File: src/rtl/mostra_sequencia_pkg.sv
// Shared state codes for the sequence display block and its debug display.
package mostra_sequencia_pkg;

    // State encoding doubles as the debug code shown on db_estado.
    typedef enum logic [3:0] {
        OCIOSO  = 4'h0,
        CARREGA = 4'h1,
        ACENDE  = 4'h2,
        APAGA   = 4'h3,
        PROXIMO = 4'h4,
        FIM     = 4'hF
    } estado_t;

    localparam logic [3:0] DB_ILEGAL = 4'hE;

    // Debug code for a state; any encoding outside the enum shows E.
    function automatic logic [3:0] codigo_db(input estado_t e);
        case (e)
            OCIOSO, CARREGA, ACENDE, APAGA, PROXIMO, FIM: codigo_db = e;
            default:                                      codigo_db = DB_ILEGAL;
        endcase
    endfunction

    function automatic int max2(input int a, input int b);
        max2 = (a > b) ? a : b;
    endfunction

endpackage

File: src/rtl/mostra_sequencia_contador_tempo.sv
// Modulo-M phase timer: clears on zera, advances on conta, wraps after M-1.
module mostra_sequencia_contador_tempo #(
    parameter int M = 3,
    parameter int W = $clog2(M + 1)
) (
    input  logic         clock,
    input  logic         reset,
    input  logic         zera,
    input  logic         conta,
    output logic [W-1:0] valor,
    output logic         fim
);

    localparam logic [W-1:0] ULTIMO = W'(M - 1);

    logic [W-1:0] valor_q, valor_d;

    // Next count: clear has priority over counting, wrap at M-1.
    always_comb begin
        valor_d = valor_q;
        if (zera)
            valor_d = '0;
        else if (conta)
            valor_d = (valor_q == ULTIMO) ? '0 : valor_q + 1'b1;
    end

    // Count register with synchronous reset.
    always_ff @(posedge clock) begin
        if (reset) valor_q <= '0;
        else       valor_q <= valor_d;
    end

    assign valor = valor_q;
    assign fim   = (valor_q == ULTIMO);

endmodule

File: src/rtl/mostra_sequencia.sv
// Shows memory positions 0..limite one at a time: each LED lit T_ON cycles,
// then T_OFF dark cycles, then pronto pulses for the game control unit.
module mostra_sequencia
    import mostra_sequencia_pkg::*;
#(
    parameter int ADDR_W = 4,
    parameter int DATA_W = 4,
    parameter int T_ON   = 3,
    parameter int T_OFF  = 2
) (
    input  logic              clock,
    input  logic              reset,
    input  logic              mostrar,
    input  logic [ADDR_W-1:0] limite,
    input  logic [DATA_W-1:0] dado_mem,
    output logic [ADDR_W-1:0] endereco,
    output logic [DATA_W-1:0] leds,
    output logic              ativo,
    output logic              pronto,
    output logic [3:0]        db_estado
);

    localparam int TM = max2(T_ON, T_OFF);
    localparam int TW = $clog2(TM + 1);
    localparam logic [TW-1:0] ON_ULT  = TW'(T_ON - 1);
    localparam logic [TW-1:0] OFF_ULT = TW'(T_OFF - 1);

    estado_t           estado_q, estado_d;
    logic [ADDR_W-1:0] endereco_q, endereco_d;
    logic [ADDR_W-1:0] limite_q, limite_d;
    logic [TW-1:0]     timer;
    logic              timer_fim;
    logic              zera, conta;
    logic              fim_on, fim_off;

    // One shared timer serves both phases; the longer phase can use its wrap flag.
    mostra_sequencia_contador_tempo #(.M(TM), .W(TW)) u_tempo (
        .clock (clock),
        .reset (reset),
        .zera  (zera),
        .conta (conta),
        .valor (timer),
        .fim   (timer_fim)
    );

    assign fim_on  = (T_ON  == TM) ? timer_fim : (timer == ON_ULT);
    assign fim_off = (T_OFF == TM) ? timer_fim : (timer == OFF_ULT);

    // Next-state, address/limit updates and timer control.
    always_comb begin
        estado_d   = estado_q;
        endereco_d = endereco_q;
        limite_d   = limite_q;
        zera       = 1'b0;
        conta      = 1'b0;
        case (estado_q)
            OCIOSO: begin
                if (mostrar) estado_d = CARREGA;
            end
            CARREGA: begin
                endereco_d = '0;
                limite_d   = limite;
                zera       = 1'b1;
                estado_d   = ACENDE;
            end
            ACENDE: begin
                if (fim_on) begin
                    zera     = 1'b1;
                    estado_d = APAGA;
                end else begin
                    conta = 1'b1;
                end
            end
            APAGA: begin
                if (fim_off) begin
                    zera     = 1'b1;
                    // Ending by equality keeps the last position from wrapping to 0.
                    estado_d = (endereco_q == limite_q) ? FIM : PROXIMO;
                end else begin
                    conta = 1'b1;
                end
            end
            PROXIMO: begin
                endereco_d = endereco_q + 1'b1;
                estado_d   = ACENDE;
            end
            FIM: begin
                estado_d = OCIOSO;
            end
            default: begin
                zera     = 1'b1;
                estado_d = OCIOSO;
            end
        endcase
    end

    // State, address and captured limit registers.
    always_ff @(posedge clock) begin
        if (reset) begin
            estado_q   <= OCIOSO;
            endereco_q <= '0;
            limite_q   <= '0;
        end else begin
            estado_q   <= estado_d;
            endereco_q <= endereco_d;
            limite_q   <= limite_d;
        end
    end

    assign endereco  = endereco_q;
    assign leds      = (estado_q == ACENDE) ? dado_mem : '0;
    assign ativo     = (estado_q != OCIOSO);
    assign pronto    = (estado_q == FIM);
    assign db_estado = codigo_db(estado_q);

endmodule

File: config.mk
export PLATFORM = sky130hd
export DESIGN_NAME = mostra_sequencia
export DESIGN_NICKNAME = d
export VERILOG_FILES = /design/src/rtl/mostra_sequencia_pkg.sv /design/src/rtl/mostra_sequencia_contador_tempo.sv /design/src/rtl/mostra_sequencia.sv
export SDC_FILE = /design/constraint.sdc
export NUM_CORES = 1
export LEC_CHECK = 0
export ABC_AREA = 1
export BUFFER_PORTS_ARGS = -buffer_cell sky130_fd_sc_hd__buf_4
export CORE_MARGIN = 2
export CORE_UTILIZATION = 35
export DETAILED_ROUTE_END_ITERATION = 8
export PLACE_DENSITY = 0.67
export REMOVE_ABC_BUFFERS = 1
export SLEW_MARGIN = 40
export SYNTH_ARGS = -nofsm -noshare
export SYNTH_HDL_FRONTEND = slang
export SYNTH_SLANG_ARGS = --single-unit
File: constraint.sdc
create_clock -name clock -period 1.74 [get_ports clock]
set_clock_uncertainty 0.05 [all_clocks]
set_input_delay 0.174 -clock clock [delete_from_list [all_inputs] [get_ports clock]]
set_output_delay 0.174 -clock clock [all_outputs]
set_load 0.005 [all_outputs]
==> flow_summary.json, run 1 <==
{
  "start_util": 0.372,
  "cts_htree_levels": 1,
  "power_leakage_nw": 0.543,
  "slew_headroom": 0.769,
  "tritoncts": "yes",
  "dr_total_vias": 819,
  "critical_path_peak_fanout": 5,
  "critical_path.n_buffers_inverters": 2,
  "cp_max_stage_cell": "dfxtp_1",
  "final.setup.tns_ps": 0,
  "crit_type": "register to output port",
  "synthDistinctLibCells": 21,
  "synthAdderAreaFrac": 0.0152,
  "antenna_cells_inserted": 0,
  "drt_pre_antenna_iters": 4,
  "synth.area.mux_share": 0,
  "yosys.area_share.simple": 0.394,
  "drt_iter0_drc": 15,
  "syn-mean-instance-area_um2": 6.53,
  "total_of_flip_flops_plus_latches_after_synthesis": 14,
  "yosys_warnings": 0,
  "cpLargestDelayFamily": "simple AND/OR/NAND/NOR gates",
  "r2r_setup_slack_ps": 360,
  "clk_latency_ps": 280,
  "synth.cell_area_um2": 823,
  "final_max_slew_viol_count": 0,
  "die_area_um2": 2760,
  "routed_wire_length_per_instance_um": 10.0,
  "critical_path_cell_count": 6,
  "clock_sinks": 14,
  "run_status": "complete, no violations",
  "synth.top_cell.area_share": 0.340,
  "clk_pin_slew_ps": 90,
  "grt_pass1_wl_mm": 2.72,
  "die_height_um": 52.5,
  "io-pin-count": 25,
  "maximum_number_of_pins_on_one_net_before_global_route_repair": 10,
  "detailedPlacementHpwl_mm": 1.43,
  "path_cells": "nor2_2, nand3_2, inv_2, nor3_2, or2_1, buf_4",
  "synthToLayoutAreaGrowth_pct": 33.4,
  "worst_slack_ps": 54.3,
  "post-layout-total-power_mw": 1.35,
  "antenna_left": 0,
  "share_of_the_clock_period_used_by_the_worst_path": 0.969,
  "instance_area_at_placement_um2": 1040,
  "worstPathRequired_ps": 1520,
  "globalplace.congestion": 0.817,
  "final_core_utilization": 0.497,
  "final_area_um2": 1100,
  "clock_tree.root_cell": "clkbuf_4",
  "core_area_um2": 2210,
  "post-route-drc-count": 0,
  "endpoint_kind": "output port",
  "grtUsageTotal": 0.135,
  "number_of_instances_in_the_synthesized_netlist": 126,
  "cp-startpoint": "estado_q[0]$_SDFFE_PP0P_",
  "reg2reg_depth": 10,
  "hold_viol_final": 0,
  "clk_path_buf_depth": 2,
  "finish.net_count": 169,
  "proportion_of_layout_cells_with_a_drive_suffix_above_1": 0.333,
  "synth_compound_area_frac": 0.135,
  "dieWidth_um": 52.5,
  "port-buffer-count": 24,
  "synth_area_leaders": "dfxtp_1 (34%), nand2_1 (13%), inv_1 (9.1%)",
  "critical_path.reg2reg.endpoint": "u_tempo.valor[0]$_SDFFE_PP0P_",
  "grt_pass1_vias": 622,
  "crit_path_start_kind": "register",
  "synthXorXnorAreaFrac": 0.0106,
  "critical-path-max-stage-delay_ps": 360,
  "synth_sequential_area_ratio": 0.340,
  "worst_pin_slew_ps": 346,
  "hold_path_class": "primary input to register",
  "finalWirelength_mm": 1.84,
  "pwr_density_cell_nw_per_um2": 1230,
  "hold_slack_ps": 31.0,
  "fp-row-count": 17,
  "drt-vias-per-instance": 4.45,
  "numCtsBuffers": 3,
  "cp.arrival_ps": 1460,
  "stdcell_count": 184,
  "global_route.overflow_total": 0,
  "fmax_mhz": 593,
  "final_period_minus_worst_setup_slack_ps": 1690,
  "drv_cap": 0,
  "dpl_worst_slack_ps": 277,
  "worst_ir_drop_vdd_uv": 944,
  "worst_reg2reg_path_startpoint": "estado_q[0]$_SDFFE_PP0P_",
  "cp-endpoint": "db_estado[1]",
  "place_inst": 178,
  "setup_viol": 0,
  "netlist.top_cell.by_area": "dfxtp_1",
  "initial_antenna_violation_count": 0,
  "largest_family_of_logic_cells_by_synthesized_area": "simple AND/OR/NAND/NOR gates"
}
placed cells by master, fill, tap and decap left out, types with 2 or more instances in the layout:
cell / n
nor2_2: 6
inv_1: 19
o21ai_0: 6
nand2_4: 2
nand3_1: 4
buf_4: 26
nand3_2: 2
o21ai_1: 3
nand2_2: 3
clkbuf_4: 3
dfxtp_1: 13
inv_2: 4
nor2_1: 16
a21oi_1: 10
nand2_1: 29
synth_stat cells (all sizes together):
| cell | number |
|---|---|
| ha | 1 |
| nand3 | 6 |
| dfxtp | 14 |
| or2 | 1 |
| nor3 | 2 |
| o211ai | 1 |
| nor2 | 23 |
| inv | 23 |
| nand2 | 34 |
| o21ai | 10 |
| a21oi | 10 |
| xnor2 | 1 |
where the power goes:
group / internal (mW) / switching [mW]
Sequential: 0.393 / 0.0626
Clock: 0.127 / 0.111
Combinational: 0.280 / 0.376
sequential cells by signal, summed over array words and instances, names as in the netlist:
signal / count
u_tempo.valor: 2
limite_q: 4
endereco: 4
estado_q: 4
cell type report:
class / instances / area (um2)
fillers: 229 / 1110
clock buffers: 4 / 36.3
repair buffers: 26 / 195
multi-input cells: 89 / 464
flip-flops and latches: 14 / 282
inverters: 23 / 86.3
well taps: 28 / 35.0
layer usage:
metal,up-vias,global-route usage,part of all wire
met5,-,0,0
met3,2,0.0514,0.036
met2,11,0.204,0.48
met1,353,0.183,0.48
met4,0,0.0256,0.0065
li1,453,-,-
cell families (layout without fill, tap and decap cells):
| kind of cell | after synthesis | in the layout |
|---|---|---|
| AO/OA/AOI/OAI | 21 | 21 |
| XOR/XNOR | 1 | 1 |
| adder cells (fa/ha/maj) | 1 | 1 |
| buffers and inverters | 23 | 53 |
| flip-flops | 14 | 14 |
| AND/OR/NAND/NOR | 66 | 66 |
repair_timing:
item / in CTS / in global routing
hold buffers: 0 / 0
setup buffers: 0 / 2
gates resized for setup: 2 / 2
endpoints found under the setup margin: 1 / 3
pin swaps: 0 / 1
how the worst min path moves through the flow:
| stage | from | endpoint | slack (ps) | depth (start not counted) |
|---|---|---|---|---|
| 2_1_floorplan | reset | endereco[1]$_SDFFE_PP0P_ | 190 | 1 |
| 5_1_grt | reset | endereco[1]$_SDFFE_PP0P_ | 20 | 2 |
| 4_1_cts | reset | endereco[1]$_SDFFE_PP0P_ | 30 | 2 |
| 6_report | reset | estado_q[1]$_SDFFE_PP0P_ | 30 | 2 |
| 3_5_place_dp | reset | endereco[1]$_SDFFE_PP0P_ | 340 | 2 |
| 3_3_place_gp | reset | endereco[1]$_SDFFE_PP0P_ | 330 | 2 |
Power figures use the tool's default switching activity.
==> run 2: changes to the inputs <==
--- a/config.mk
+++ b/config.mk
@@ -9,6 +9,7 @@
 export BUFFER_PORTS_ARGS = -buffer_cell sky130_fd_sc_hd__buf_4
 export CORE_MARGIN = 2
 export CORE_UTILIZATION = 35
+export CTS_BUF_LIST = sky130_fd_sc_hd__clkbuf_16
 export DETAILED_ROUTE_END_ITERATION = 8
 export PLACE_DENSITY = 0.67
 export REMOVE_ABC_BUFFERS = 1
==> flow_summary.json, run 2 (synthesis gave the netlist of run 1 again) <==
{
  "cp-startpoint": "estado_q[1]$_SDFFE_PP0P_",
  "layout_commonest_cell": "nand2_1",
  "internal_power_uw": 956,
  "run_status": "complete, no violations",
  "maximum_number_of_pins_on_one_net_before_global_route_repair": 10,
  "clk_latency_ps": 240,
  "drt_pre_antenna_iters": 4,
  "final_period_minus_worst_setup_slack_ps": 1640,
  "grt_pass1_vias": 619,
  "grtUsageTotal": 0.138,
  "clk_path_buf_depth": 2,
  "globalplace.congestion": 0.817,
  "sequentialPowerShare": 0.300,
  "worst_reg2reg_path_startpoint": "estado_q[1]$_SDFFE_PP0P_",
  "stdcell_count": 182,
  "initial_antenna_violation_count": 0,
  "endpoint_kind": "output port",
  "worst_slack_ps": 99.7,
  "hold_viol_final": 0,
  "core_area_um2": 2210,
  "dieWidth_um": 52.5,
  "numCtsBuffers": 3,
  "drt_iter0_drc": 12,
  "share_of_the_clock_period_used_by_the_worst_path": 0.943,
  "crit_type": "register to output port",
  "cp.arrival_ps": 1420,
  "final_max_slew_viol_count": 0,
  "slew_headroom": 0.771,
  "power.switching_uw": 562,
  "drt-vias-per-instance": 4.47,
  "reg2reg_depth": 9,
  "critical_path.reg2reg.endpoint": "u_tempo.valor[0]$_SDFFE_PP0P_",
  "hold_path_class": "primary input to register",
  "clock_tree.root_cell": "clkbuf_16",
  "synthToLayoutAreaGrowth_pct": 36.6,
  "crit_path_start_kind": "register",
  "min_path_cells": 2,
  "post-route-drc-count": 0,
  "fmax_mhz": 610,
  "port-buffer-count": 24,
  "most_frequent_cells_in_the_layout": "nand2_1 (29), buf_4 (24), inv_1 (19)",
  "grt_pass1_wl_mm": 2.73,
  "global_route.overflow_total": 0,
  "die_height_um": 52.5,
  "fp-row-count": 17,
  "io-pin-count": 25,
  "critical_path_peak_fanout": 6,
  "dpl_worst_slack_ps": 277,
  "dr_total_vias": 813,
  "clk_pin_slew_ps": 50,
  "clock_sinks": 14,
  "setup_viol": 0,
  "die_area_um2": 2760,
  "finish.net_count": 167,
  "finalWirelength_mm": 1.80,
  "drv_cap": 0,
  "antenna_left": 0,
  "r2r_setup_slack_ps": 330,
  "start_util": 0.372,
  "place_inst": 178,
  "clock_group_share_of_total_power": 0.285,
  "detailedPlacementHpwl_mm": 1.43,
  "cp-endpoint": "db_estado[1]",
  "comb_power_share": 0.415,
  "power_leakage_nw": 0.551,
  "tritoncts": "yes",
  "worstPathRequired_ps": 1520,
  "cts_htree_levels": 1,
  "antenna_cells_inserted": 0,
  "routed_wire_length_per_instance_um": 9.91,
  "worst_pin_slew_ps": 343,
  "proportion_of_layout_cells_with_a_drive_suffix_above_1": 0.312,
  "switching_share": 0.370,
  "post_cts.repair.setup_buffers": 0,
  "worst_ir_drop_vdd_uv": 919,
  "pwr_density_cell_nw_per_um2": 1350
}
[run 2: cell types whose count changed in the layout (fill, tap and decap cells not counted)]
cell and delta:
dfxtp_1 +1, clkbuf_8 -1, clkinv_1 +1, buf_4 -2, dfxtp_2 -1, clkbuf_4 -3, clkbuf_16 +3
[run 2: worst min-delay path by stage]
| stage | slack (ps) | endpoint | from |
|---|---|---|---|
| floorplan | 190 | endereco[1]$_SDFFE_PP0P_ | reset |
| global placement | 330 | endereco[1]$_SDFFE_PP0P_ | reset |
| detailed placement | 340 | endereco[1]$_SDFFE_PP0P_ | reset |
| CTS | 80 | endereco[1]$_SDFFE_PP0P_ | reset |
| global route | 80 | endereco[1]$_SDFFE_PP0P_ | reset |
| finish | 80 | endereco[1]$_SDFFE_PP0P_ | reset |
[run 2: final cells by class]
type / count / area (um2)
clock buffers: 3 / 75.1
multi-input cells: 89 / 464
repair buffers: 24 / 180
fillers: 226 / 1090
inverters: 23 / 86.3
clock inverters: 1 / 3.75
flip-flops and latches: 14 / 280
well taps: 28 / 35.0
[run 2: repair_timing]
item | 4_1_cts | 5_1_grt
hold buffers | 0 | 0
setup endpoints to repair | 0 | 2
gates resized for setup | 0 | 3
[run 2: metal layers]
| metal | vias to the layer above | wire (um) | GRT usage |
|---|---|---|---|
| met2 | 11 | 849 | 0.196 |
| li1 | 445 | - | - |
| met3 | 2 | 86 | 0.0600 |
| met5 | - | 0 | 0 |
| met1 | 355 | 856 | 0.188 |
| met4 | 0 | 10 | 0.0385 |
[run 2: worst max-delay path, cell delays in order (launching register included)]
cell and delay, ps:
dfxtp_1 360, nor2_2 170, nand3_2 120, inv_2 120, nor3_2 50, or2_1 210
buf_4 130
[run 2: metrics by stage]
step	TNS [ps]	utilization	instance area (um2)	power [mW]	hold slack (ps)
2_1_floorplan	0	-	823	0.881	193
4_1_cts	0	0.505	1120	1.52	78.7
6_report	0	0.508	1120	1.52	81.4
5_1_grt	-10.3	0.508	1120	1.64	76.7
3_5_place_dp	0	0.469	1040	1.08	337
3_3_place_gp	0	0.469	1040	1.06	334
[run 2: power groups by stage]
stage / clock (mW) / combinational, mW / sequential (mW)
6_report: 0.433 / 0.630 / 0.455
5_1_grt: 0.469 / 0.710 / 0.466
2_1_floorplan: 0 / 0.434 / 0.447
3_3_place_gp: 0 / 0.613 / 0.452
4_1_cts: 0.446 / 0.627 / 0.449
3_5_place_dp: 0 / 0.624 / 0.456
